[src/rtl/store_lane_buffer_if.sv]
// Store request port and memory beat port of store_lane_buffer.
// master = pipeline/memory side, slave = the buffer itself.
interface store_lane_buffer_if #(
  parameter int DATA_W = 32,
  parameter int ADDR_W = 32
);
  localparam int NB = DATA_W / 8;

  logic              req_valid;
  logic              req_ready;
  logic [ADDR_W-1:0] req_addr;
  logic [1:0]        req_size;
  logic [DATA_W-1:0] req_data;
  logic              req_err;

  logic              mem_valid;
  logic              mem_ready;
  logic [ADDR_W-1:0] mem_addr;
  logic [DATA_W-1:0] mem_wdata;
  logic [NB-1:0]     mem_be;

  modport master (
    output req_valid, req_addr, req_size, req_data, mem_ready,
    input  req_ready, req_err, mem_valid, mem_addr, mem_wdata, mem_be
  );

  modport slave (
    input  req_valid, req_addr, req_size, req_data, mem_ready,
    output req_ready, req_err, mem_valid, mem_addr, mem_wdata, mem_be
  );
endinterface

[src/rtl/store_lane_buffer.sv]
// Store lane buffer: byte-lane positioning, split/reject of word-crossing stores,
// FIFO of beats to memory; mem_valid the cycle after acceptance, req_ready drops when full or in HIGH.
module store_lane_buffer #(
  parameter int DATA_W         = 32,
  parameter int ADDR_W         = 32,
  parameter int DEPTH          = 4,
  parameter bit MISALIGN_SPLIT = 1'b1
) (
  input logic                clk,
  input logic                reset,
  store_lane_buffer_if.slave bus
);
  localparam int NB    = DATA_W / 8;
  localparam int OFF_W = $clog2(NB);
  localparam int PTR_W = $clog2(DEPTH);
  localparam int CNT_W = PTR_W + 1;
  localparam logic [2:0]       MAX_SIZE = 3'(OFF_W);
  localparam logic [CNT_W-1:0] FULL_CNT = CNT_W'(DEPTH);

  typedef enum logic {IDLE, HIGH} state_t;
  state_t state, state_nxt;

  logic [OFF_W-1:0]    off;
  logic [NB-1:0]       lane_m;
  logic [DATA_W-1:0]   d;
  logic [2*DATA_W-1:0] s_wide;
  logic [2*NB-1:0]     e_wide;
  logic [ADDR_W-1:0]   lo_addr, hi_addr;
  logic                need_high, reject;

  logic [ADDR_W-1:0] hold_addr;
  logic [DATA_W-1:0] hold_wdata;
  logic [NB-1:0]     hold_be;

  logic [ADDR_W-1:0] fifo_addr  [DEPTH];
  logic [DATA_W-1:0] fifo_wdata [DEPTH];
  logic [NB-1:0]     fifo_be    [DEPTH];
  logic [PTR_W-1:0]  rd_ptr, wr_ptr;
  logic [CNT_W-1:0]  count;

  logic              full, req_rdy, acc, pop, push, push_hold, hold_load, req_err_q;
  logic [ADDR_W-1:0] push_addr;
  logic [DATA_W-1:0] push_wdata;
  logic [NB-1:0]     push_be;

  // Lane placement over a double-width window; the upper half is the high beat.
  always_comb begin
    off = bus.req_addr[OFF_W-1:0];
    d   = '0;
    for (int i = 0; i < NB; i++) begin
      lane_m[i] = (i < (1 << bus.req_size));
      d[8*i +: 8] = lane_m[i] ? bus.req_data[8*i +: 8] : 8'h00;
    end
    s_wide    = {{DATA_W{1'b0}}, d} << {off, 3'b000};
    e_wide    = {{NB{1'b0}}, lane_m} << off;
    need_high = |e_wide[2*NB-1:NB];
    lo_addr   = {bus.req_addr[ADDR_W-1:OFF_W], {OFF_W{1'b0}}};
    hi_addr   = lo_addr + ADDR_W'(NB);
    reject    = ({1'b0, bus.req_size} > MAX_SIZE) || (need_high && !MISALIGN_SPLIT);
  end

  assign full = (count == FULL_CNT);

  always_comb begin
    state_nxt = state;
    req_rdy   = 1'b0;
    push      = 1'b0;
    push_hold = 1'b0;
    hold_load = 1'b0;
    case (state)
      IDLE: begin
        req_rdy = !full;
        if (bus.req_valid && !full && !reject) begin
          push = 1'b1;
          if (need_high) begin
            hold_load = 1'b1;
            state_nxt = HIGH;
          end
        end
      end
      HIGH: begin
        if (!full) begin
          push      = 1'b1;
          push_hold = 1'b1;
          state_nxt = IDLE;
        end
      end
      default: state_nxt = IDLE;
    endcase
  end

  assign push_addr  = push_hold ? hold_addr  : lo_addr;
  assign push_wdata = push_hold ? hold_wdata : s_wide[DATA_W-1:0];
  assign push_be    = push_hold ? hold_be    : e_wide[NB-1:0];

  assign bus.req_ready = reset && req_rdy;
  assign acc           = bus.req_valid && bus.req_ready;
  assign bus.mem_valid = reset && (count != '0);
  assign pop           = bus.mem_valid && bus.mem_ready;
  assign bus.req_err   = req_err_q;
  assign bus.mem_addr  = reset ? fifo_addr[rd_ptr]  : '0;
  assign bus.mem_wdata = reset ? fifo_wdata[rd_ptr] : '0;
  assign bus.mem_be    = reset ? fifo_be[rd_ptr]    : '0;

  always_ff @(posedge clk) begin
    if (!reset) begin
      state      <= IDLE;
      count      <= '0;
      rd_ptr     <= '0;
      wr_ptr     <= '0;
      hold_addr  <= '0;
      hold_wdata <= '0;
      hold_be    <= '0;
      req_err_q  <= 1'b0;
      for (int i = 0; i < DEPTH; i++) begin
        fifo_addr[i]  <= '0;
        fifo_wdata[i] <= '0;
        fifo_be[i]    <= '0;
      end
    end else begin
      state     <= state_nxt;
      req_err_q <= acc && reject;
      if (hold_load) begin
        hold_addr  <= hi_addr;
        hold_wdata <= s_wide[2*DATA_W-1:DATA_W];
        hold_be    <= e_wide[2*NB-1:NB];
      end
      if (push) begin
        fifo_addr[wr_ptr]  <= push_addr;
        fifo_wdata[wr_ptr] <= push_wdata;
        fifo_be[wr_ptr]    <= push_be;
        wr_ptr             <= wr_ptr + 1'b1;
      end
      if (pop) rd_ptr <= rd_ptr + 1'b1;
      case ({push, pop})
        2'b10:   count <= count + 1'b1;
        2'b01:   count <= count - 1'b1;
        default: count <= count;
      endcase
    end
  end
endmodule

[src/flat_wrapper.sv]
// flat-port wrapper written by rule: the top's interface ports become plain ports
module store_lane_buffer_flat 
#(
  parameter int DATA_W         = 32,
  parameter int ADDR_W         = 32,
  parameter int DEPTH          = 4,
  parameter bit MISALIGN_SPLIT = 1'b1
)
  (clk, reset, bus_req_valid, bus_req_addr, bus_req_size, bus_req_data, bus_mem_ready, bus_req_ready, bus_req_err, bus_mem_valid, bus_mem_addr, bus_mem_wdata, bus_mem_be);
  store_lane_buffer_if #(.DATA_W(DATA_W), .ADDR_W(ADDR_W)) bus_i ();
  input logic clk;
  input logic reset;
  input wire logic [$bits(bus_i.req_valid)-1:0] bus_req_valid;
  input wire logic [$bits(bus_i.req_addr)-1:0] bus_req_addr;
  input wire logic [$bits(bus_i.req_size)-1:0] bus_req_size;
  input wire logic [$bits(bus_i.req_data)-1:0] bus_req_data;
  input wire logic [$bits(bus_i.mem_ready)-1:0] bus_mem_ready;
  output wire logic [$bits(bus_i.req_ready)-1:0] bus_req_ready;
  output wire logic [$bits(bus_i.req_err)-1:0] bus_req_err;
  output wire logic [$bits(bus_i.mem_valid)-1:0] bus_mem_valid;
  output wire logic [$bits(bus_i.mem_addr)-1:0] bus_mem_addr;
  output wire logic [$bits(bus_i.mem_wdata)-1:0] bus_mem_wdata;
  output wire logic [$bits(bus_i.mem_be)-1:0] bus_mem_be;
  assign bus_i.req_valid = bus_req_valid;
  assign bus_i.req_addr = bus_req_addr;
  assign bus_i.req_size = bus_req_size;
  assign bus_i.req_data = bus_req_data;
  assign bus_i.mem_ready = bus_mem_ready;
  assign bus_req_ready = bus_i.req_ready;
  assign bus_req_err = bus_i.req_err;
  assign bus_mem_valid = bus_i.mem_valid;
  assign bus_mem_addr = bus_i.mem_addr;
  assign bus_mem_wdata = bus_i.mem_wdata;
  assign bus_mem_be = bus_i.mem_be;
  store_lane_buffer #(.DATA_W(DATA_W), .ADDR_W(ADDR_W), .DEPTH(DEPTH), .MISALIGN_SPLIT(MISALIGN_SPLIT)) u_core (.clk(clk), .reset(reset), .bus(bus_i));
endmodule
[config.mk]
export PLATFORM = sky130hd
export DESIGN_NAME = store_lane_buffer_flat
export DESIGN_NICKNAME = d
export VERILOG_FILES = /design/src/rtl/store_lane_buffer_if.sv /design/src/rtl/store_lane_buffer.sv /design/src/flat_wrapper.sv
export SDC_FILE = /design/constraint.sdc
export NUM_CORES = 1
export LEC_CHECK = 0
export CAP_MARGIN = 5
export CORE_MARGIN = 4
export CORE_UTILIZATION = 55
export CTS_BUF_LIST = sky130_fd_sc_hd__clkbuf_4 sky130_fd_sc_hd__clkbuf_8
export DETAILED_ROUTE_END_ITERATION = 7
export PLACE_DENSITY = 0.77
export SLEW_MARGIN = 20
export SYNTH_ARGS = -nofsm -noshare
export SYNTH_HDL_FRONTEND = slang
export SYNTH_SLANG_ARGS = --single-unit
[constraint.sdc]
create_clock -name clk -period 16.62 [get_ports clk]
set_input_delay 1.662 -clock clk [delete_from_list [all_inputs] [get_ports clk]]
set_output_delay 1.662 -clock clk [all_outputs]
set_load 0.02 [all_outputs]
==> results of run 1 <==
[Yosys cell counts (all sizes together)]
| master | count |
|---|---|
| a211o | 1 |
| a211oi | 8 |
| a21boi | 2 |
| a21oi | 64 |
| a22oi | 16 |
| a2bb2oi | 7 |
| and2 | 70 |
| and2b | 1 |
| and3 | 15 |
| and4 | 2 |
| buf | 49 |
| clkbuf | 54 |
| clkinv | 2 |
| conb | 1 |
| dfxtp | 68 |
| edfxtp | 264 |
| fa | 1 |
| ha | 2 |
| inv | 7 |
| mux2 | 16 |
| mux2i | 28 |
| mux4 | 66 |
| nand2 | 54 |
| nand2b | 1 |
| nand3 | 25 |
| nand3b | 1 |
| nand4 | 21 |
| nor2 | 292 |
| nor2b | 9 |
| nor3 | 5 |
| nor3b | 1 |
| nor4 | 4 |
| o211ai | 10 |
| o21ai | 68 |
| o311ai | 1 |
| o31a | 1 |
| or2 | 1 |
| or3 | 4 |
| or3b | 2 |
| xnor2 | 9 |
| xor2 | 25 |
[registers in the layout, indices dropped and copies added, names as in the netlist, named ones only]
register            cells
u_core.bus.req_err      1
u_core.count            3
u_core.fifo_addr      120
u_core.fifo_be         16
u_core.fifo_wdata     128
u_core.hold_addr       30
u_core.hold_be          3
u_core.hold_wdata      24
u_core.rd_ptr           2
u_core.state            1
u_core.wr_ptr           2
[layer usage]
layer | wire length [µm] | vias up | track usage | part of all wire
li1 | - | 4836 | - | -
met1 | 15200 | 5156 | 0.335 | 0.41
met4 | 941 | 0 | 0.0734 | 0.025
met2 | 18100 | 485 | 0.393 | 0.49
met3 | 2870 | 65 | 0.0385 | 0.077
met5 | 0 | - | 0 | 0
[layout by cell type (no fill, tap or decap), types with 28 or more instances in the layout]
cell type | netlist | routed
sky130_fd_sc_hd__o21ai_0 | 68 | 67
sky130_fd_sc_hd__nand2_1 | 54 | 49
sky130_fd_sc_hd__mux2i_1 | 28 | 28
sky130_fd_sc_hd__mux4_2 | 66 | 66
sky130_fd_sc_hd__nor2_1 | 291 | 291
sky130_fd_sc_hd__edfxtp_1 | 264 | 264
sky130_fd_sc_hd__clkdlybuf4s50_1 | 0 | 137
sky130_fd_sc_hd__dfxtp_1 | 68 | 66
sky130_fd_sc_hd__a21oi_1 | 64 | 64
sky130_fd_sc_hd__clkbuf_8 | 0 | 61
sky130_fd_sc_hd__and2_1 | 69 | 69
[worst max-delay path, stage by stage (launching register included)]
cell and delay (ns):
sky130_fd_sc_hd__dfxtp_4 0.64, sky130_fd_sc_hd__buf_4 0.81, sky130_fd_sc_hd__mux4_2 0.66, sky130_fd_sc_hd__and2_1 0.18, sky130_fd_sc_hd__clkdlybuf4s50_1 0.54
[power by group through the flow]
| stage | Sequential [mW] | Combinational, mW | Clock [mW] |
|---|---|---|---|
| after floorplan | 0.985 | 0.193 | 0 |
| after global placement | 0.991 | 0.292 | 0 |
| after detailed placement | 0.995 | 0.296 | 0 |
| after CTS | 0.978 | 0.297 | 0.734 |
| after global routing | 0.982 | 0.319 | 0.774 |
| final | 0.977 | 0.296 | 0.726 |
[cell families after synthesis]
family / count (synthesis)
mux: 110
xor+xnor: 34
flops: 332
other cells: 1
simple gates: 508
compound gates: 178
fa+ha+maj: 3
buf+inv: 112
[final cells by class]
type,count,area [µm²],share of cell area
sequential,332,9290,0.513
multi-input combinational,835,5700,0.314
timing repair buffer,156,1510,0.0834
clock buffer,77,960,0.0530
tap,378,473,0.0261
clock inverter,15,149,0.00822
inverter,9,33.8,0.00186
[final timing paths]
check,startpoint,end,cells past startpoint
worst max register to register,u_core.count[2],u_core.fifo_addr[0][25],7
worst min register to register,u_core.hold_wdata[11],u_core.hold_wdata[11],2
worst min-delay path,u_core.hold_wdata[11],u_core.hold_wdata[11],2
worst max-delay path,register,bus_mem_wdata[23],4
==> results list, run 1 <==
- The setup path with the least slack is of type register to output pin.
- Ranked by total cell area, the synthesized netlist is headed by sky130_fd_sc_hd__edfxtp_1 51%, sky130_fd_sc_hd__mux4_2 9.6%, sky130_fd_sc_hd__dfxtp_1 8.8%.
- Relative to the synthesized area, the layout overhead comes to 17.2%.
- XOR/XNOR Fraction of Synth Area: 0.0193
- In the global route stage, overall resource usage came out at 0.240.
* I/O pins: about 140
- The count of cells in the finished layout, fillers not included, comes to about 1800.
- Placed Cells incl. Taps: between 1500 and 2000
* H-tree depth: 2
- Share of final-layout standard cells stronger than drive strength 1: 0.146
- The initial utilization of the core area, before any placement, comes to 0.556.
- Inserted Clock Buffers: roughly 50
- The synthesized netlist occupies a cell area of around 15000 µm².
- Port Buffers: around 140
* Die extent in y: between 150 and 200 µm
* Sequential cell area fraction in the yosys report: 0.601
* CTS Root Buffer Type: sky130_fd_sc_hd__clkbuf_8
- The die covers 30800 µm².
- Worst reg2reg setup slack: about 13 ns
- Normalized max-slew margin: 0.278
- CTS saw 332 sinks.
* CTS resizes: 0
- Detailed-route via count: 10500
- The worst hold path belongs to the class register to register.
- Final nets: ~1500
- The netlist uses 54 different library cells.
* Proportion of netlist area held by the largest area contributor: 0.513
- Setup repair after global routing left no endpoint under its margin.
- Detailed Route Iter0 Violations: between 800 and 900
* TritonCTS clock tree: done
- Final worst slack: about 12 ns
- From left edge to right edge, the die measures approximately 180 µm.
- Based on the critical path, the design can be clocked at up to just under 0.2 GHz.
- Adder-cell share of the synthesized area: 0.00291
* Worst-case setup slack after placement: about 11 ns
- Overall power consumption after layout is estimated at around 2.0 mW.
- Switching power summed over all nets: approximately 0.50 mW
* Reported max-cap violation count: 0
* Final critical-path required period: 5.07 ns
- Maximum resistive drop on vdd: 0.0624 mV
- The compound-gate portion of the synthesized area came to 0.0677.
- After detailed routing, the number of vias per cell comes to 5.85.
* Worst setup skew after layout: 0.0226 ns
* Setup violations, final: 0
- Synth Warn #: 0
* Maximum number of pins on one net before global-route repair: about 110
- Of the total power, registers draw 0.489.
- Of the total power, the share spent switching nets is 0.250.
- Critical path fanouts, max: 46
* Flop and latch count out of synthesis: 332
- Mean post-synth cell area: between 10 and 15 µm²
* Crit. End Element: output pin
- Weighted congestion at the end of routability-driven global placement: around 0.9
* Area share of and/or/nand/nor cells after synthesis: 0.151
- Hold-fix buffers at CTS: 0
- The number of hold-slack violations in the final timing report is 0.
- Clock-pin slew was measured on the worst setup and hold paths at 0.06 ns.
- By area, the combinational part of the netlist is dominated by simple AND/OR/NAND/NOR gates.
* Fraction of the core area covered by cells at the end of the flow: 0.652
- The repair_antennas step left the layout with diodes totalling 0.
* Clock network fraction of design power: 0.363
- Syn Inst Count: about 1300
- Number of placement rows: between 60 and 70
- Of the available clock period, the critical path in the final layout requires 0.305.
- Number of pins exceeding their max-slew limit in the final report: 0
- Fin Setup TNS: 0 ns
- Slew at the pin with the worst max-slew slack: roughly 1.1 ns
- The tightest hold path in the finished design has a slack of ~0.45 ns.
- Summed over all layers, the global routing overflow is 0.
- Wire length reported by the detailed router: 37.1 mm
- Of the total power, combinational logic draws 0.148.
* Wire length of the first global-routing pass: 58.5 mm
- Number of design rule violations left after detail routing: 0
- Largest buffer count on any clock path: 3
* Total half-perimeter wirelength after legalization and detailed placement: ~22 mm
* Run status: finished clean
* Worst-skew pair later-pin latency: about 0.58 ns
- The internal power of the cells totals 1.50 mW.
- After detailed routing, the average wire length per cell comes to ~20 µm.
- The portion of synthesized area spent on multiplexers is 0.126.
- Cell accounting for the most synthesized area: sky130_fd_sc_hd__edfxtp_1
- The via count of the first global-routing pass was 10600.
- Core footprint: roughly 28000 µm²
- Filler Cell Count: 2110
* Required time of the worst setup path: ~15 ns
* Static leakage: around 6.5 nW
- WP data arrival: approximately 3.4 ns
- After clock tree synthesis, the setup repair step added 0 buffers.
- Once detail routing completed, the nets flagged for antenna violations numbered 0.
- The worst setup path is launched from a register.
- Final standard cell area without fillers: approximately 18000 µm²
* Post-DP Area: 17000 µm²
* Initial antenna violation count: 0
- Number of optimization iterations in the first detailed-route pass: 5
- Power Dens Cells: between 100 and 150 nW/µm²
Power figures use the tool's default switching activity.
==> inputs of run 2 (changes only) <==
--- a/config.mk
+++ b/config.mk
@@ -7,10 +7,10 @@
 export LEC_CHECK = 0
 export CAP_MARGIN = 5
 export CORE_MARGIN = 4
-export CORE_UTILIZATION = 55
+export CORE_UTILIZATION = 54
 export CTS_BUF_LIST = sky130_fd_sc_hd__clkbuf_4 sky130_fd_sc_hd__clkbuf_8
 export DETAILED_ROUTE_END_ITERATION = 7
-export PLACE_DENSITY = 0.77
+export PLACE_DENSITY = 0.79
 export SLEW_MARGIN = 20
 export SYNTH_ARGS = -nofsm -noshare
 export SYNTH_HDL_FRONTEND = slang
==> constraint.sdc (replaced) <==
create_clock -name clk -period 4.3 [get_ports clk]
set_input_delay 0.43 -clock clk [delete_from_list [all_inputs] [get_ports clk]]
set_output_delay 0.43 -clock clk [all_outputs]
set_load 0.02 [all_outputs]
==> results list, run 2 (same netlist as run 1, synthesis figures left out) <==
- The flow ran to the end, and the final reports show no timing, DRC or antenna violations.
* Critical path fanouts, max: 29 (-37%)
* Die Footprint: 31400 µm² (+1.8%)
- The worst hold path terminates at u_core.hold_addr[26].
- The maximum number of pins on one net before global-route repair was 81 (-23%).
* Clock Pin Slew Worst Setup and Hold Paths: 0.06 ns (about the same)
- Vias in the first global route: 10500 (-1.1%)
* Clock network fraction of design power: 0.333 (-0.030)
- The maximum clock path buffer count is 3 (unchanged).
- The power density of the placed cells came to 409 nW/µm² (+270%).
- Worst path slowest cell: sky130_fd_sc_hd__dfxtp_4
- The I/O pin total is 141 (unchanged).
- Commonest non-fill, non-tap cell in the layout: sky130_fd_sc_hd__nor2_1
- The critical path arrival was 3.02 ns (-0.39 ns).
* Share of final-layout standard cells stronger than drive strength 1: 0.141 (-0.00501)
- Setup repair after global routing missed its margin: no
- The width of the die was 177 µm (+0.88%).
* Final nets: 1459 (+0.069%)
- The maximum ir drop on the vdd rail is 0.252 mV (+300%).
- Global-route congestion overflow total: 0 (unchanged)
- Final hold violation count: 0 (unchanged)
- Mean number of vias per cell: 5.94 (+1.5%)
* Starting Density: 0.552 (-0.00455)
- The internal power consumption is 5.49 mW (+270%).
- The all-layer global routing usage was 0.237 (-0.00322).
* TritonCTS clock tree: done
* Initial antenna violation count: 0 (unchanged)
- The core region area was 28000 µm² (+0.82%).
* Inserted Clock Buffers: 49 (-3.9%)
- The routed wire length per instance was 20.7 µm (+0.44%).
- Port Buffers: 138 (unchanged)
- The first-pass iteration count of the detailed router was 5 (unchanged).
- The switching power came to 1.91 mW (+280%).
- The total power consumption of the routed design came to 7.40 mW (+270%).
- Grouping stages by cell kind, the critical path spends the most delay in buffers and inverters.
- Final critical-path required period: 3.45 ns
- The logic depth of the worst register-to-register path is 5 (-2).
- Wire length reported by the detailed router: 37.3 mm (+0.49%)
- The internal reg-to-reg setup slack came to 1.46 ns (-11.32 ns).
* Detailed Route Iter0 Violations: 1213 (+36%)
* Biggest registers after layout: u_core.fifo_wdata (128), u_core.fifo_addr (120), u_core.hold_addr (30)
- Crit. End Element: output pin
* Layout overhead on the synthesized area: 16.9%
* Part of the total power dissipated in sequential elements: 0.511 (+0.022)
- Sum of buffers and inverters on the critical path: 2 (unchanged)
- Worst-skew pair later-pin latency: 0.58 ns (about the same)
- Cell Chain, Critical Path: buf_4 -> mux4_2 -> and2_1 -> clkdlybuf4s50_1
* Number of design rule violations left after detail routing: 0 (unchanged)
- Hold Path Class: input pin to register
* H-tree depth: 2 (unchanged)
- Number of routed nets with antenna violations: 0 (unchanged)
- The final sum of negative setup slack is 0 ns (unchanged).
- Highest achievable clock rate: 0.290 GHz
- The number of sinks handled by clock tree synthesis came to 332 (unchanged).
* Reported max-cap violation count: 0 (unchanged)
- The worst hold slack after final layout came to 0.437 ns (-0.0118 ns).
- The switching share of total power came to 0.258 (+0.00805).
- Ranked by flip-flop count, first place goes to u_core.fifo_wdata.
- Total half-perimeter wirelength after legalization and detailed placement: 23.1 mm (+5.9%)
* Worst Setup Start Kind: register
- The maximum cell stage delay along the critical path is 0.79 ns (-0.02 ns).
- The total of cells resized after clock tree synthesis came to 0 (unchanged).
- Flip-flop count of the largest register, all copies and words added: 128 (unchanged)
* Weighted congestion at the end of routability-driven global placement: 0.933 (+3.7%)
- Critical R2R Capture: u_core.fifo_addr[1][6]
- The count of inserted antenna diode cells was 0 (unchanged).
- The chip height was 177 µm (+0.88%).
- The root buffer cell chosen for the clock tree is sky130_fd_sc_hd__clkbuf_8.
* Detailed-route via count: 10700 (+1.6%)
- The number of buffers added to fix hold violations after cts was 0 (unchanged).
- Number of placement rows: 61 (unchanged)
- The worst endpoint required time was 3.87 ns (-11.09 ns).
* Hold Startpoint: reset
- Buffers inserted during post-CTS setup optimization: 0 (unchanged)
- Worst hold path stage count: 3 (+1)
- The setup skew after layout is 0.0305 ns (+0.00788 ns).
- Combinational power share: 0.156 (+0.008)
* Slew at the pin with the worst max-slew slack: 0.986 ns (-0.0963 ns)
- Wire length of the first global-routing pass: 58.1 mm (-0.78%)
- In this run the critical register-to-register path is launched from u_core.count[2].
* Fraction of the core area covered by cells at the end of the flow: 0.645 (-0.00694)
- Normalized max-slew margin: 0.342 (+0.0638)
- The number of pins with negative max-slew slack in the final report is 0 (unchanged).
- Critical path start-end classification: register to output pin
* Commonest cells after routing, fill and taps aside: 291 x sky130_fd_sc_hd__nor2_1, 264 x sky130_fd_sc_hd__edfxtp_1, 137 x sky130_fd_sc_hd__clkdlybuf4s50_1
- Static leakage: 6.49 nW (-0.54%)
- In the finished design, the share of the clock period the worst path needs comes to 0.802.
* Setup violations, final: 0 (unchanged)
[run 2: worst min-delay path, cell delays in order]
cell and delay (ns):
sky130_fd_sc_hd__buf_2 0.30, sky130_fd_sc_hd__o21ai_0 0.15, sky130_fd_sc_hd__a21oi_1 0.05
[run 2: through the flow]
| step | area, µm² | cells | worst slack [ns] |
|---|---|---|---|
| 6_report | 18100 | 1803 | 0.852 |
| 5_1_grt | 18100 | 1803 | 0.664 |
| 4_1_cts | 18100 | 1803 | 0.758 |
| 3_5_place_dp | 17100 | 1713 | 0.981 |
| 3_3_place_gp | 17100 | 1713 | 1.11 |
| 2_1_floorplan | 15500 | 1279 | 0.0696 |
[run 2: how the worst max path moves through the flow]
stage	start	to	slack (ns)	depth (start not counted)
final	register	bus_mem_wdata[16]	0.85	4
after CTS	register	bus_mem_wdata[16]	0.76	4
after floorplan	bus_req_valid	u_core.fifo_addr[3][10]	0.07	3
after global routing	register	bus_mem_wdata[16]	0.66	4
after global placement	bus_req_addr[0]	u_core.hold_addr[19]	1.11	8
after detailed placement	bus_req_addr[0]	u_core.hold_wdata[5]	0.98	8
[run 2: power groups by stage]
stage | registers, mW | logic (mW) | clock network (mW)
floorplan | 3.81 | 0.747 | 0
global placement | 3.84 | 1.14 | 0
detailed placement | 3.85 | 1.15 | 0
CTS | 3.79 | 1.16 | 2.49
global route | 3.81 | 1.24 | 2.65
finish | 3.78 | 1.15 | 2.46
[run 2: cell type report]
type / count / area, µm²
inverters: 9 / 33.8
clock buffers: 69 / 856
repair buffers: 159 / 1620
clock inverters: 21 / 97.6
fillers: 2065 / 9940
well taps: 378 / 473
multi-input cells: 835 / 5700
flip-flops and latches: 332 / 9290
[run 2: routing by layer]
metal | share of wire | vias up | global-route usage
met5 | 0 | - | 0
met4 | 0.029 | 0 | 0.0799
met3 | 0.082 | 81 | 0.0338
met2 | 0.48 | 528 | 0.386
met1 | 0.41 | 5261 | 0.331
li1 | - | 4840 | -
==> inputs of run 3 (changes only) <==
==> constraint.sdc (replaced) <==
create_clock -name clk -period 2.9 [get_ports clk]
set_input_delay 0.29 -clock clk [delete_from_list [all_inputs] [get_ports clk]]
set_output_delay 0.29 -clock clk [all_outputs]
set_load 0.02 [all_outputs]
==> results list, run 3 (same netlist as run 1, synthesis figures left out) <==
- The flow ran to the end, and the final reports show no timing, DRC or antenna violations.
* Worst setup skew after layout: 0.0314 ns (+0.000936 ns)
- Wire length per cell: 21.4 µm (+3.5%)
* Port Buffers: 138 (unchanged)
* Starting Density: 0.552 (unchanged)
- Number of optimization iterations in the first detailed-route pass: 6 (+1)
- Detailed-route via count: 10900 (+1.8%)
* Die extent in y: 177 µm (unchanged)
- The setup path with the least slack is of type register to output pin.
- H-tree depth: 2 (unchanged)
* Final hold violation count: 0 (unchanged)
* Cell Chain, Critical Path: buf_4 -> mux4_2 -> and2_1 -> clkdlybuf4s50_1
* Weighted congestion at the end of routability-driven global placement: 0.880 (-5.6%)
* Crit. End Element: output pin
* Antenna Diode Count: 0 (unchanged)
- In this run the most critical hold path is launched from bus_req_data[27].
- In this run the critical register-to-register path is launched from u_core.count[2].
- The total power consumption of the routed design is 11.4 mW (+55%).
- The power density of the placed cells is 620 nW/µm² (+51%).
- Reported max-cap violation count: 0 (unchanged)
- TritonCTS built the clock tree.
* Static leakage: 6.83 nW (+5.1%)
* Die Footprint: 31400 µm² (unchanged)
- The internal reg-to-reg setup slack was 0.35 ns (-1.11 ns).
- Final worst slack: 0.0733 ns (-0.779 ns)
- End of the critical path: bus_mem_addr[27]
* Reg2Reg Depth: 4 (-1)
- The worst setup path is launched from a register.
* I/O pins: 141 (unchanged)
- The sequential cell area was 9300 µm² (about the same).
- Final nets: 1481 (+1.5%)
- In the final layout, the registers with the most flip-flops are u_core.fifo_wdata (128), u_core.fifo_addr (120), u_core.hold_addr (30).
- Critical R2R Capture: u_core.fifo_wdata[0][2]
- The smallest clock period supported by the final layout is computed as ~2.8 ns.
- The wire length of the first global-routing pass is 60.9 mm (+4.8%).
- The initial antenna violation count is 0 (unchanged).
- The number of flip-flops under the largest register name is 128 (unchanged).
* Filler Cell Count: 2001 (-3.1%)
- The maximum cell stage delay along the critical path came to 0.54 ns (-0.25 ns).
- Of the available clock period, the critical path in the final layout requires 0.975.
* Inserted Clock Buffers: 50 (+2.0%)
- The later-pin clock latency in the skew report was 0.58 ns (about the same).
* Setup repair after global routing missed its margin: yes
- Number of sinks handled by clock tree synthesis: 332 (unchanged)
* Layout overhead on the synthesized area: 19.5%
- Normalized max-slew margin: 0.326 (-0.0164)
* Setup violations, final: 0 (unchanged)
- Vias in the first global route: 11100 (+5.2%)
- The total congestion overflow after global routing was 0 (unchanged).
* Slew at the pin with the worst max-slew slack: 1.01 ns (+0.0246 ns)
* Number of pins exceeding their max-slew limit in the final report: 0 (unchanged)
- The maximum clock path buffer count was 3 (unchanged).
- The all-layer global routing usage is 0.248 (+0.0114).
- Leaving out fill and tap cells, the most frequent cell in the layout is sky130_fd_sc_hd__nor2_1.
- The total length of routed wires came to 39.1 mm (+4.7%).
- The sum of net half-perimeters after detailed placement was 24.3 mm (+5.2%).
- Worst-case setup slack after placement: 0.224 ns (-0.757 ns)
- The core region area is 28000 µm² (unchanged).
- Maximum resistive drop on vdd: 0.339 mV (+35%)
* Number of routed nets with antenna violations: 0 (unchanged)
* Commonest cells after routing, fill and taps aside: 291 x sky130_fd_sc_hd__nor2_1, 264 x sky130_fd_sc_hd__edfxtp_1, 128 x sky130_fd_sc_hd__clkdlybuf4s50_1
* Largest reg by FF count: u_core.fifo_wdata
- Mean number of vias per cell: 5.97 (+0.53%)
* Worst path slowest cell: sky130_fd_sc_hd__clkdlybuf4s50_1
- The worst endpoint required time is 2.61 ns (-1.26 ns).
- Clock Pin Slew Worst Setup and Hold Paths: 0.06 ns (about the same)
- The critical path arrival was 2.54 ns (-0.48 ns).
- Highest achievable clock rate: around 0.35 GHz
- Hold Path Class: input pin to register
* Multi-input gate area in the final layout: 5700 µm² (unchanged)
- Share of final-layout standard cells stronger than drive strength 1: 0.159 (+0.0179)
* Chip Width: 177 µm (unchanged)
* Maximum number of pins on one net before global-route repair: 95 (+17%)
* Critical path fanouts, max: 9 (-69%)
- Detailed Route Iter0 Violations: 1475 (+22%)
* Number of placement rows: 61 (unchanged)
- Number of design rule violations left after detail routing: 0 (unchanged)
* CTS Root Buffer Type: sky130_fd_sc_hd__clkbuf_8
-- run 3: cell types whose count changed in the layout (fill, tap and decap cells not counted), sizes merged --
cell / previous run / this run
buf: 22 / 43
clkdlybuf4s50: 137 / 128
dlymetal6s2s: 0 / 9
bufinv: 0 / 4
clkinv: 21 / 18
inv: 9 / 7
clkbuf: 69 / 70
clkinvlp: 0 / 1
-- run 3: final cells by class --
type / instances / share of cell area
Tap cell: 378 / 0.0256
Timing Repair Buffer: 180 / 0.104
Clock buffer: 70 / 0.0464
Clock inverter: 21 / 0.0108
Inverter: 9 / 0.00183
Sequential cell: 332 / 0.503
Multi-Input combinational cell: 835 / 0.308
-- run 3: worst min-delay path by stage --
stage / end / cells after the start
final: u_core.hold_wdata[19] / 3
after global routing: u_core.hold_wdata[23] / 3
after CTS: u_core.hold_wdata[19] / 3
after detailed placement: u_core.hold_wdata[15] / 2
after global placement: u_core.hold_wdata[12] / 2
after floorplan: u_core.hold_addr[2] / 1
-- run 3: repair_timing --
action                                  in CTS  in global routing
hold buffers                                 0                  0
gates resized for setup                      0                 10
hold endpoints to repair                     0                  0
pin swaps                                    0                  0
endpoints found under the setup margin      54                 12
setup buffers                                4                  0
-- run 3: where the power goes --
part	total, mW	switching (mW)	internal [mW]	leakage, nW
Combinational	1.84	1.03	0.815	2.97
Clock	4.02	1.75	2.27	0.562
Sequential	5.58	0.113	5.47	3.30
-- run 3: per-stage QoR --
stage,setup TNS [ns],instance area [µm²],hold WS (ns),utilization,instances
CTS,0,18400,0.344,0.659,1825
global route,-0.0349,18500,0.386,0.659,1825
global placement,0,17300,0.436,0.619,1730
detailed placement,0,17300,0.441,0.619,1730
finish,0,18500,0.372,0.659,1825
floorplan,0,15500,0.386,-,1279
-- run 3: per-layer routing --
metal  vias to the layer above  part of all wire  global-route usage
met1                      5350              0.39               0.338
met3                        87             0.090              0.0483
met4                         0             0.026              0.0732
met5                         -                 0                   0
met2                       578              0.49               0.410
li1                       4883                 -                   -
-- run 3: critical path, delay by kind of cell (launching register included) --
kind                   cells  cell delay [ns]
buffers and inverters      2             0.77
DFF                        1             0.50
muxes                      1             0.53
and+or+nand+nor            1             0.18
